[config.mk]
export PLATFORM = sky130hd
export DESIGN_NAME = piso_tx_shift_register
export DESIGN_NICKNAME = d
export VERILOG_FILES = /design/src/rtl/piso_tx_shift_register.sv
export SDC_FILE = /design/constraint.sdc
export NUM_CORES = 1
export LEC_CHECK = 0
export BUFFER_PORTS_ARGS = -buffer_cell sky130_fd_sc_hd__buf_4
export CAP_MARGIN = 20
export CELL_PAD_IN_SITES_DETAIL_PLACEMENT = 0
export CELL_PAD_IN_SITES_GLOBAL_PLACEMENT = 1
export CORE_MARGIN = 10
export CORE_UTILIZATION = 45
export DETAILED_ROUTE_END_ITERATION = 12
export GPL_ROUTABILITY_DRIVEN = 0
export PLACE_DENSITY_LB_ADDON = 0.25
export SKIP_CTS_REPAIR_TIMING = 1
export SLEW_MARGIN = 5
export SYNTH_ARGS = -nofsm -noshare
export SYNTH_HDL_FRONTEND = slang
export SYNTH_SLANG_ARGS = --single-unit
[constraint.sdc]
create_clock -name clk -period 2.05 [get_ports clk]
set_input_delay 0.205 -clock clk [delete_from_list [all_inputs] [get_ports clk]]
set_output_delay 0.205 -clock clk [all_outputs]
set_load 0.01 [all_outputs]
[src/rtl/piso_tx_shift_register.sv]
// Parallel-in, serial-out USB bit transmitter with a one-byte holding buffer
// and optional bit-stuff insertion after six consecutive transmitted ones.
//
// Ports:
//   clk          system clock, rising edge
//   nRST         asynchronous active-low reset
//   shift_enable bit-time strobe; advances the serial stream by one bit
//   data_in      byte to transmit
//   load         data_in valid; accepted when load && load_ready
//   load_ready   holding buffer empty
//   serial_out   current transmitted bit (IDLE_LEVEL while idle)
//   busy         high whenever the transmitter is not idle
//   byte_done    one-cycle pulse after the last data bit of a byte shifts out
//   stuff_active high while serial_out carries an inserted stuff zero
module piso_tx_shift_register #(
  parameter bit   STUFF_EN   = 1'b1,
  parameter logic IDLE_LEVEL = 1'b1
) (
  input  logic       clk,
  input  logic       nRST,
  input  logic       shift_enable,
  input  logic [7:0] data_in,
  input  logic       load,
  output logic       load_ready,
  output logic       serial_out,
  output logic       busy,
  output logic       byte_done,
  output logic       stuff_active
);

  localparam int unsigned DATA_W = 8;
  localparam int unsigned CNT_W  = 3;
  localparam int unsigned ONES_W = 3;

  localparam logic [CNT_W-1:0]  LAST_BIT  = CNT_W'(DATA_W - 1);
  localparam logic [ONES_W-1:0] STUFF_RUN = ONES_W'(6);

  typedef enum logic [1:0] {
    ST_IDLE  = 2'd0,
    ST_SHIFT = 2'd1,
    ST_TAIL  = 2'd2
  } state_e;

  state_e              state_q,        state_d;
  logic [DATA_W-1:0]   shift_q,        shift_d;
  logic [DATA_W-1:0]   hold_q,         hold_d;
  logic                hold_valid_q,   hold_valid_d;
  logic [CNT_W-1:0]    bit_cnt_q,      bit_cnt_d;
  logic [ONES_W-1:0]   ones_cnt_q,     ones_cnt_d;
  logic                load_ready_q,   load_ready_d;
  logic                serial_q,       serial_d;
  logic                busy_q,         busy_d;
  logic                byte_done_q,    byte_done_d;
  logic                stuff_q,        stuff_d;

  logic                accept_c;
  logic                stuff_now_c;
  logic [ONES_W-1:0]   ones_next_c;

  // Next-state and next-output computation
  always_comb begin
    state_d      = state_q;
    shift_d      = shift_q;
    hold_d       = hold_q;
    hold_valid_d = hold_valid_q;
    bit_cnt_d    = bit_cnt_q;
    ones_cnt_d   = ones_cnt_q;
    byte_done_d  = 1'b0;

    accept_c    = load && load_ready_q;
    stuff_now_c = STUFF_EN && (state_q == ST_SHIFT) && (ones_cnt_q == STUFF_RUN);
    ones_next_c = shift_q[DATA_W-1] ? ones_cnt_q + ONES_W'(1) : '0;

    unique case (state_q)
      ST_IDLE: begin
        // Hold-to-shift transfer does not wait for a bit strobe
        if (hold_valid_q) begin
          shift_d      = hold_q;
          hold_valid_d = 1'b0;
          bit_cnt_d    = '0;
          ones_cnt_d   = '0;
          state_d      = ST_SHIFT;
        end
      end

      ST_SHIFT: begin
        if (shift_enable) begin
          if (stuff_now_c) begin
            // Stuff bit consumes a bit time without touching the data
            ones_cnt_d = '0;
          end else begin
            ones_cnt_d = ones_next_c;
            shift_d    = shift_q << 1;
            bit_cnt_d  = bit_cnt_q + CNT_W'(1);
            if (bit_cnt_q == LAST_BIT) begin
              byte_done_d = 1'b1;
              if (hold_valid_q) begin
                // Chain the next byte; ones run carries across the boundary
                shift_d      = hold_q;
                hold_valid_d = 1'b0;
                bit_cnt_d    = '0;
              end else if (STUFF_EN && (ones_next_c == STUFF_RUN)) begin
                state_d = ST_TAIL;
              end else begin
                state_d = ST_IDLE;
              end
            end
          end
        end
      end

      ST_TAIL: begin
        if (shift_enable) begin
          ones_cnt_d = '0;
          if (hold_valid_q) begin
            shift_d      = hold_q;
            hold_valid_d = 1'b0;
            bit_cnt_d    = '0;
            state_d      = ST_SHIFT;
          end else begin
            state_d = ST_IDLE;
          end
        end
      end

      default: state_d = ST_IDLE;
    endcase

    // Acceptance only happens with an empty buffer, so it never races a transfer
    if (accept_c) begin
      hold_d       = data_in;
      hold_valid_d = 1'b1;
    end

    // Outputs are registered from the next state so they track the state exactly
    load_ready_d = !hold_valid_d;
    busy_d       = (state_d != ST_IDLE);
    stuff_d      = (state_d == ST_TAIL) ||
                   (STUFF_EN && (state_d == ST_SHIFT) && (ones_cnt_d == STUFF_RUN));
    if (state_d == ST_IDLE) begin
      serial_d = IDLE_LEVEL;
    end else if (stuff_d) begin
      serial_d = 1'b0;
    end else begin
      serial_d = shift_d[DATA_W-1];
    end
  end

  // State and output registers
  always_ff @(posedge clk or negedge nRST) begin
    if (!nRST) begin
      state_q      <= ST_IDLE;
      shift_q      <= '0;
      hold_q       <= '0;
      hold_valid_q <= 1'b0;
      bit_cnt_q    <= '0;
      ones_cnt_q   <= '0;
      load_ready_q <= 1'b1;
      serial_q     <= IDLE_LEVEL;
      busy_q       <= 1'b0;
      byte_done_q  <= 1'b0;
      stuff_q      <= 1'b0;
    end else begin
      state_q      <= state_d;
      shift_q      <= shift_d;
      hold_q       <= hold_d;
      hold_valid_q <= hold_valid_d;
      bit_cnt_q    <= bit_cnt_d;
      ones_cnt_q   <= ones_cnt_d;
      load_ready_q <= load_ready_d;
      serial_q     <= serial_d;
      busy_q       <= busy_d;
      byte_done_q  <= byte_done_d;
      stuff_q      <= stuff_d;
    end
  end

  assign load_ready   = load_ready_q;
  assign serial_out   = serial_q;
  assign busy         = busy_q;
  assign byte_done    = byte_done_q;
  assign stuff_active = stuff_q;

endmodule

==> qor.txt, run 1 <==
Post-synth EDFFs = 0
Combinational Power Share = 32.3%
Cells after Synth = 130
Max Cap Viol = 0
Syn_nets = 146
Power per cell area = 1400 nW/µm²
Setup ws final = 203 ps
Setup_tns = 0 ps
Vias/cell = 5.34
Buffers on Ports = 16
Total power = 2.44 mW
Post-Route WL = 2870 µm
Yosys warns = 0
FILL cells = 286
Global-route wire length before repair = 4720 µm
Cts bufs inserted = 5
Detailed Place HPWL = 2090 µm
DP Area = 1610 µm²
DRC = 0
Pleak = 0.882 nW
Layout cell share with drive strength beyond 1 = 28.3%
Clk slew on worst S/H paths = 110 ps
Final instance area = 1740 µm²
Primary FF master, synth = dfrtp_1
GRT Util Overall = 9.79%
Post-synth top area cell = dfrtp_1
CP endpoint kind = register
Top-area cell type share of the netlist area = 48.3%
Maximum VDD drop = 0.635 mV
Pin count of the biggest net entering global routing = 31
Area grow syn2layout = 19.9%
Worst setup SP type = register
Final hold violations = 0
Top-count cell post-synth = dfrtp_1
Pre-CTS setup slack = 51.6 ps
CTS Buffer Depth = 2
Die extent in y = 76.8 µm
Number of synthesized register bits = 30
Final nets = 167
Worst skew pair latency = 330 ps
DR pass1 iterations = 4
FP Rows = 20
Vias in the first global route = 988
Reg power frac = 42.1%
ANT cells = 0
CTS tree = yes
Fraction of power spent switching nets = 31.6%
Root Driver = clkbuf_4
Ranking of synthesized cells by area = dfrtp_1 (48%), mux2_2 (6.2%), a22o_1 (4.2%)
Die Wd = 76.8 µm
Post-route non-filler standard cell count = 196
Relative slew slack = 62.9%
Initial core utilization = 47.2%
Part of the Yosys area used for sequential elements = 51.9%
Clk_skew = 14.5 ps
I/O pin total = 17
HP Class = in2reg
Initial antenna violation count = 0
Worst-Margin Slew = 557 ps
Post-synth ARST share = 100%
Die ar. = 5900 µm²
Post-Place Cells = 187
Core Area = 3080 µm²
Post-synth cell types = 36
Net Sw Power = 0.771 mW
Power Internal = 1.67 mW
Clock tree sinks = 30
Final setup viols = 0
Mapped cell area = 1450 µm²
Mean post-synth cell area = 11.2 µm²
H-tree depth = 2
DRT iter0 DRCs = 31
Req. time, crit path = 2310 ps
Final ANT Viol Nets = 0
Hold WS = 98.1 ps
Wire length per cell = 14.6 µm
Crit Path Class = reg2reg
Grt total ovfl = 0
Commonest cells in the netlist = dfrtp_1 (28), nand2_1 (16), a21o_1 (8), mux2_2 (8)
Flop2flop setup slack = 200 ps
Max-slew violations = 0
Clock Power Share = 25.6%
Post-layout minimum cycle time = 1850 ps
Status = finished clean
FMAX = 541 MHz
Part of the cycle the worst path needs = 90.1%
Via Count = 1047
Utilization after layout = 56.5%
RSZ-0062 raised after global routing = false
Crit-path max FO = 10
Critical Path AT = 2110 ps
state kept, by name, summed over array words and instances, names as in the netlist, 2 cells and up:
| signal | cells |
|---|---|
| ones_cnt_q | 3 |
| shift_q | 8 |
| hold_q | 8 |
| state_q | 2 |
| bit_cnt_q | 3 |
kinds of logic after synthesis:
group	count (synthesis)	synth area share, %
AND/OR/NAND/NOR	33	10.5
buffers and inverters	12	4.14
AO/OA/AOI/OAI	40	21.8
XOR/XNOR	1	0.604
multiplexers	10	7.59
flip-flops	30	51.9
adder cells (fa/ha/maj)	4	3.45
layer usage:
metal / share of wire (%) / global-route usage, %
met4: 0.91 / 3.16
met2: 46 / 14.2
met5: 0 / 0
met3: 5.9 / 4.90
met1: 47 / 12.2
placed cells by master, fill, tap and decap left out, types with 2 or more instances in the layout:
cell / instances
dfrtp_1: 28
buf_4: 19
nand2_1: 16
a21o_1: 8
mux2_2: 8
o21ai_0: 7
a22o_1: 7
inv_1: 6
clkbuf_4: 5
nor2_1: 4
a21oi_1: 4
ha_1: 4
nand2b_1: 3
nand3_1: 3
mux2i_1: 2
o21a_1: 2
and3_1: 2
bufinv_16: 2
dfstp_2: 2
cell type report:
class,count,area [µm²],share of cell area [%]
repair buffers,20,153,8.77
clock buffers,6,51.3,2.95
inverters,6,22.5,1.29
clock inverters,2,60.1,3.45
well taps,44,55.1,3.16
flip-flops and latches,30,753,43.3
multi-input cells,88,646,37.1
power groups by stage:
stage | registers, mW | logic (mW) | clock network, mW
after detailed placement | 1.04 | 0.793 | 0
after global placement | 1.04 | 0.764 | 0
final | 1.03 | 0.788 | 0.625
after floorplan | 0.986 | 0.614 | 0
after CTS | 1.03 | 0.797 | 0.642
after global routing | 1.06 | 0.894 | 0.666
critical path, stage by stage (launching register included):
cell	delay (ps)
dfrtp_1	500
nor2b_1	280
buf_4	200
nand2_1	60
o41ai_2	400
o221ai_2	190
o311a_1	140
path summary, 6_finish.rpt:
| kind | cells past startpoint | to | startpoint |
|---|---|---|---|
| setup reg to reg | 6 | serial_out | state_q[1] |
| setup / recovery | 6 | serial_out | state_q[1] |
| hold reg to reg | 1 | shift_q[1] | hold_q[1] |
| max in group asynchronous | 2 | load_ready | nRST |
| min in group asynchronous | 2 | shift_q[6] | nRST |
| hold / removal | 2 | hold_q[4] | data_in[4] |
Power figures use the tool's default switching activity.
==> run 2: changes to the inputs <==
--- a/config.mk
+++ b/config.mk
@@ -13,7 +13,7 @@
 export CORE_UTILIZATION = 45
 export DETAILED_ROUTE_END_ITERATION = 12
 export GPL_ROUTABILITY_DRIVEN = 0
-export PLACE_DENSITY_LB_ADDON = 0.25
+export PLACE_DENSITY_LB_ADDON = 0.1
 export SKIP_CTS_REPAIR_TIMING = 1
 export SLEW_MARGIN = 5
 export SYNTH_ARGS = -nofsm -noshare
==> qor.txt, run 2 (synthesis results as in run 1) <==
Via Count = 1044 (-0.29%)
Critical path cell sequence = ha_1, a21boi_4, buf_4, nand2_1, a22oi_1, inv_1, o221ai_1, o311a_1
Slowest stage delay, CP = 430 ps (-70 ps)
RR Endpoint = serial_out
Wire length per cell = 14.8 µm (+0.85%)
Max-slew violations = 0 (unchanged)
Die Wd = 76.8 µm (unchanged)
R2R cell count = 8 (+2)
Pleak = 0.864 nW (-2.1%)
Final nets = 168 (+0.60%)
Setup_tns = 0 ps (unchanged)
Critical Path AT = 2180 ps (+70 ps)
Initial antenna violation count = 0 (unchanged)
I/O pin total = 17 (unchanged)
Leading registers by flop count = hold_q: 8 flops, shift_q: 8 flops
Bufs and invs on worst path = 2 (+1)
Utilization after layout = 55.1% (-1.4 points)
Max Cap Viol = 0 (unchanged)
Root Driver = clkbuf_4
Most frequent cells in the layout = dfrtp_1 (28), buf_4 (20), nand2_1 (16)
FP Rows = 20 (unchanged)
Clk slew on worst S/H paths = 100 ps (about the same)
Final hold violations = 0 (unchanged)
HP Class = in2reg
Post-Route WL = 2910 µm (+1.4%)
Worst-Margin Slew = 580 ps (+23.3 ps)
Core Area = 3080 µm² (unchanged)
Initial core utilization = 47.2% (unchanged)
CP endpoint kind = register
Clk_skew = 12.1 ps (-2.37 ps)
Post-layout minimum cycle time = 1910 ps (+62.9 ps)
Part of the cycle the worst path needs = 93.2% (+3.1 points)
Detailed Place HPWL = 2060 µm (-1.4%)
Vias in the first global route = 1103 (+12%)
Die extent in y = 76.8 µm (unchanged)
Commonest non-fill, non-tap cell in the layout = dfrtp_1
Total power = 2.19 mW (-10%)
Worst skew pair latency = 330 ps (about the same)
Final setup viols = 0 (unchanged)
Req. time, crit path = 2320 ps (about the same)
Power per cell area = 1290 nW/µm² (-7.9%)
Relative slew slack = 61.3% (-1.6 points)
Global-route wire length before repair = 5040 µm (+6.9%)
Origin of the worst min-delay path = data_in[0]
Hold Path Stages = 2 (unchanged)
Buffers on Ports = 16 (unchanged)
Flop2flop setup slack = 140 ps (-60 ps)
Cts bufs inserted = 5 (unchanged)
DRC = 0 (unchanged)
Worst setup SP type = register
H-tree depth = 2 (unchanged)
Top delay family on crit path = compound AO/OA/AOI/OAI gates
Worst Hold End = hold_q[0]
Die ar. = 5900 µm² (unchanged)
ANT cells = 0 (unchanged)
CTS tree = yes
FMAX = 524 MHz (-3.3%)
Layout cell share with drive strength beyond 1 = 28.1% (-0.18 points)
Maximum VDD drop = 0.741 mV (+17%)
CTS Buffer Depth = 2 (unchanged)
Worst r2r src = ones_cnt_q[1]
Critical path depth = 8 (+2)
FILL cells = 288 (+0.70%)
Area grow syn2layout = 16.9%
Clock tree sinks = 30 (unchanged)
Final ANT Viol Nets = 0 (unchanged)
Crit-path max FO = 7 (-3)
Pin count of the biggest net entering global routing = 31 (unchanged)
Grt total ovfl = 0 (unchanged)
Crit Path Class = reg2reg
Status = finished clean
Slowest cell on the critical path = dfrtp_1
DRT iter0 DRCs = 87 (+180%)
GRT Util Overall = 10.3% (+0.51 points)
Vias/cell = 5.30 (-0.79%)
DR pass1 iterations = 4 (unchanged)
run 2: cell count changes in the layout (fill, tap and decap cells not counted):
| cell | previous run | this run |
|---|---|---|
| bufinv_16 | 2 | 0 |
| buf_4 | 19 | 20 |
| clkbuf_1 | 0 | 1 |
| clkinv_2 | 0 | 1 |
run 2: how the worst max path moves through the flow:
stage / from / end
after floorplan: ones_cnt_q[0] / shift_q[4]
after global placement: ones_cnt_q[0] / shift_q[3]
after detailed placement: ones_cnt_q[0] / bit_cnt_q[0]
after CTS: ones_cnt_q[0] / shift_q[2]
after global routing: ones_cnt_q[0] / serial_out
final: ones_cnt_q[1] / serial_out
run 2: routing by layer:
metal	global-route usage, %	vias up	share of wire, %
met1	13.2	511	49
met3	3.96	6	4.6
met4	3.90	0	1.4
met2	15.2	16	45
li1	-	511	-
met5	0	-	0
run 2: area by class of cell:
type / count / area (µm²) / area share (%)
clock buffers: 7 / 55.1 / 3.24
multi-input cells: 88 / 646 / 38.1
inverters: 6 / 22.5 / 1.33
flip-flops and latches: 30 / 753 / 44.4
clock inverters: 1 / 5.00 / 0.295
repair buffers: 21 / 160 / 9.44
well taps: 44 / 55.1 / 3.24
run 2: power by group:
group,leakage [nW],total [mW],internal (mW),switching (mW)
clock,0.0353,0.372,0.166,0.206
sequential,0.367,1.03,0.847,0.186
combinational,0.462,0.786,0.409,0.376
total,0.864,2.19,1.42,0.768
run 2: through the flow:
step	std cells	hold slack, ps	cell area [µm²]	worst slack (ps)
floorplan	130	-90.6	1450	352
finish	197	97.4	1700	140
CTS	196	-211	1680	98.3
global route	197	76.2	1700	-4.48
global placement	188	151	1620	163
detailed placement	188	159	1620	117
==> run 3: changes to the inputs <==
--- a/config.mk
+++ b/config.mk
@@ -5,12 +5,13 @@
 export SDC_FILE = /design/constraint.sdc
 export NUM_CORES = 1
 export LEC_CHECK = 0
-export BUFFER_PORTS_ARGS = -buffer_cell sky130_fd_sc_hd__buf_4
+export BUFFER_PORTS_ARGS = -buffer_cell sky130_fd_sc_hd__buf_2
 export CAP_MARGIN = 20
 export CELL_PAD_IN_SITES_DETAIL_PLACEMENT = 0
 export CELL_PAD_IN_SITES_GLOBAL_PLACEMENT = 1
 export CORE_MARGIN = 10
 export CORE_UTILIZATION = 45
+export CTS_CLUSTER_SIZE = 12
 export DETAILED_ROUTE_END_ITERATION = 12
 export GPL_ROUTABILITY_DRIVEN = 0
 export PLACE_DENSITY_LB_ADDON = 0.1
==> constraint.sdc (replaced) <==
create_clock -name clk -period 2.05 [get_ports clk]
set_input_delay 0.205 -clock clk [delete_from_list [all_inputs] [get_ports clk]]
set_output_delay 0.205 -clock clk [all_outputs]
set_load 0.02 [all_outputs]
==> qor.txt, run 3 (synthesis results as in run 1) <==
Status = finished clean
Critical Path AT = 2050 ps (-130 ps)
Initial antenna violation count = 0 (unchanged)
Clock tree sinks = 30 (unchanged)
Maximum VDD drop = 0.548 mV (-26%)
RSZ-0062 raised after global routing = false
CP endpoint kind = register
Die Wd = 76.8 µm (unchanged)
FMAX = 547 MHz (+4.4%)
Post-Route WL = 2910 µm (+0.28%)
Origin of the worst min-delay path = data_in[2]
Commonest non-fill, non-tap cell in the layout = dfrtp_1
I/O pin total = 17 (unchanged)
ANT cells = 0 (unchanged)
Req. time, crit path = 2270 ps (-50 ps)
Final ANT Viol Nets = 0 (unchanged)
CTS Buffer Depth = 2 (unchanged)
Utilization after layout = 53.8% (-1.3 points)
Final setup viols = 0 (unchanged)
Detailed Place HPWL = 2060 µm (about the same)
Worst r2r src = ones_cnt_q[0]
Power per cell area = 1320 nW/µm² (+2.6%)
Clk slew on worst S/H paths = 100 ps (about the same)
FILL cells = 288 (unchanged)
Pleak = 0.851 nW (-1.5%)
RR Endpoint = shift_q[0]
Vias in the first global route = 1045 (-5.3%)
Initial core utilization = 47.2% (unchanged)
Worst setup SP type = register
Cts bufs inserted = 5 (unchanged)
Buffers on Ports = 16 (unchanged)
Critical path cell sequence = inv_1, ha_1, a21boi_4, buf_4, a21oi_1, o21ai_1, and2_1, a22o_1
DRT iter0 DRCs = 65 (-25%)
Flop2flop setup slack = 220 ps (+80 ps)
Relative slew slack = 55.9% (-5.4 points)
GRT Util Overall = 10.1% (-0.19 points)
Post-layout minimum cycle time = 1830 ps (-80.9 ps)
Critical Path Start = ones_cnt_q[0]
HP Class = in2reg
Die ar. = 5900 µm² (unchanged)
Pin count of the biggest net entering global routing = 31 (unchanged)
CTS tree = yes
Final nets = 168 (unchanged)
Die extent in y = 76.8 µm (unchanged)
FP Rows = 20 (unchanged)
Bufs and invs on worst path = 2 (unchanged)
Worst skew pair latency = 320 ps (about the same)
Root Driver = clkbuf_4
Final instance area = 1660 µm² (-2.4%)
Crit-path max FO = 7 (unchanged)
Part of the cycle the worst path needs = 89.2% (-3.9 points)
Clk_skew = 8.87 ps (-3.28 ps)
Grt total ovfl = 0 (unchanged)
Area grow syn2layout = 14.1%
Global-route wire length before repair = 4900 µm (-2.9%)
Worst-Margin Slew = 662 ps (+81.7 ps)
Vias/cell = 5.25 (-0.96%)
Setup_tns = 0 ps (unchanged)
Crit Path Class = reg2reg
Slowest cell on the critical path = dfrtp_1
DR pass1 iterations = 4 (unchanged)
Max-slew violations = 0 (unchanged)
Core Area = 3080 µm² (unchanged)
DP Area = 1580 µm² (-2.5%)
Wire length per cell = 14.8 µm (+0.28%)
Max Cap Viol = 0 (unchanged)
Most frequent cells in the layout = dfrtp_1 (28), nand2_1 (16), buf_2 (16)
Final hold violations = 0 (unchanged)
Layout cell share with drive strength beyond 1 = 28.1% (unchanged)
DRC = 0 (unchanged)
R2R cell count = 8 (unchanged)
Hold Path Stages = 2 (unchanged)
Total power = 2.19 mW (+0.20%)
Worst Hold End = hold_q[2]
Via Count = 1034 (-0.96%)
Top delay family on crit path = compound AO/OA/AOI/OAI gates
Slowest stage delay, CP = 390 ps (-40 ps)
H-tree depth = 2 (unchanged)
Leading registers by flop count = hold_q: 8 flops, shift_q: 8 flops
run 3: cell types whose count changed in the layout (fill, tap and decap cells not counted):
cell and change:
buf_2 +16, buf_4 -16
run 3: layer usage:
layer / global-route usage, % / vias up / wire length (µm) / share of wire [%]
met5: 0 / - / 0 / 0
met4: 3.35 / 0 / 11 / 0.38
met3: 4.31 / 2 / 106 / 3.6
li1: - / 505 / - / -
met1: 13.3 / 514 / 1490 / 51
met2: 14.4 / 13 / 1310 / 45
run 3: power by group:
group	switching [mW]	internal [mW]
Clock	0.205	0.166
Sequential	0.182	0.847
Combinational	0.407	0.388
run 3: stage by stage:
stage,cells,hold WS (ps),worst slack (ps)
after floorplan,130,-90.6,352
after global placement,188,272,125
after detailed placement,188,280,86.7
after CTS,196,-81.6,50.5
after global routing,197,86.2,119
final,197,105,221
run 3: cell type report:
cell class              instances  area, µm²  area share [%]
inverters                       6       22.5            1.36
clock buffers                   7       55.1            3.32
multi-input cells              88        646            39.0
repair buffers                 21        120            7.25
flip-flops and latches         30        753            45.5
well taps                      44       55.1            3.32
clock inverters                 1       5.00           0.302
run 3: worst max path at each step:
stage               cells past startpoint  slack, ps      endpoint
detailed placement                      6         90  bit_cnt_q[0]
finish                                  8        220    shift_q[0]
global route                            7        120    shift_q[0]
floorplan                               7        350    shift_q[4]
global placement                        6        120    shift_q[3]
CTS                                     6         50    shift_q[6]
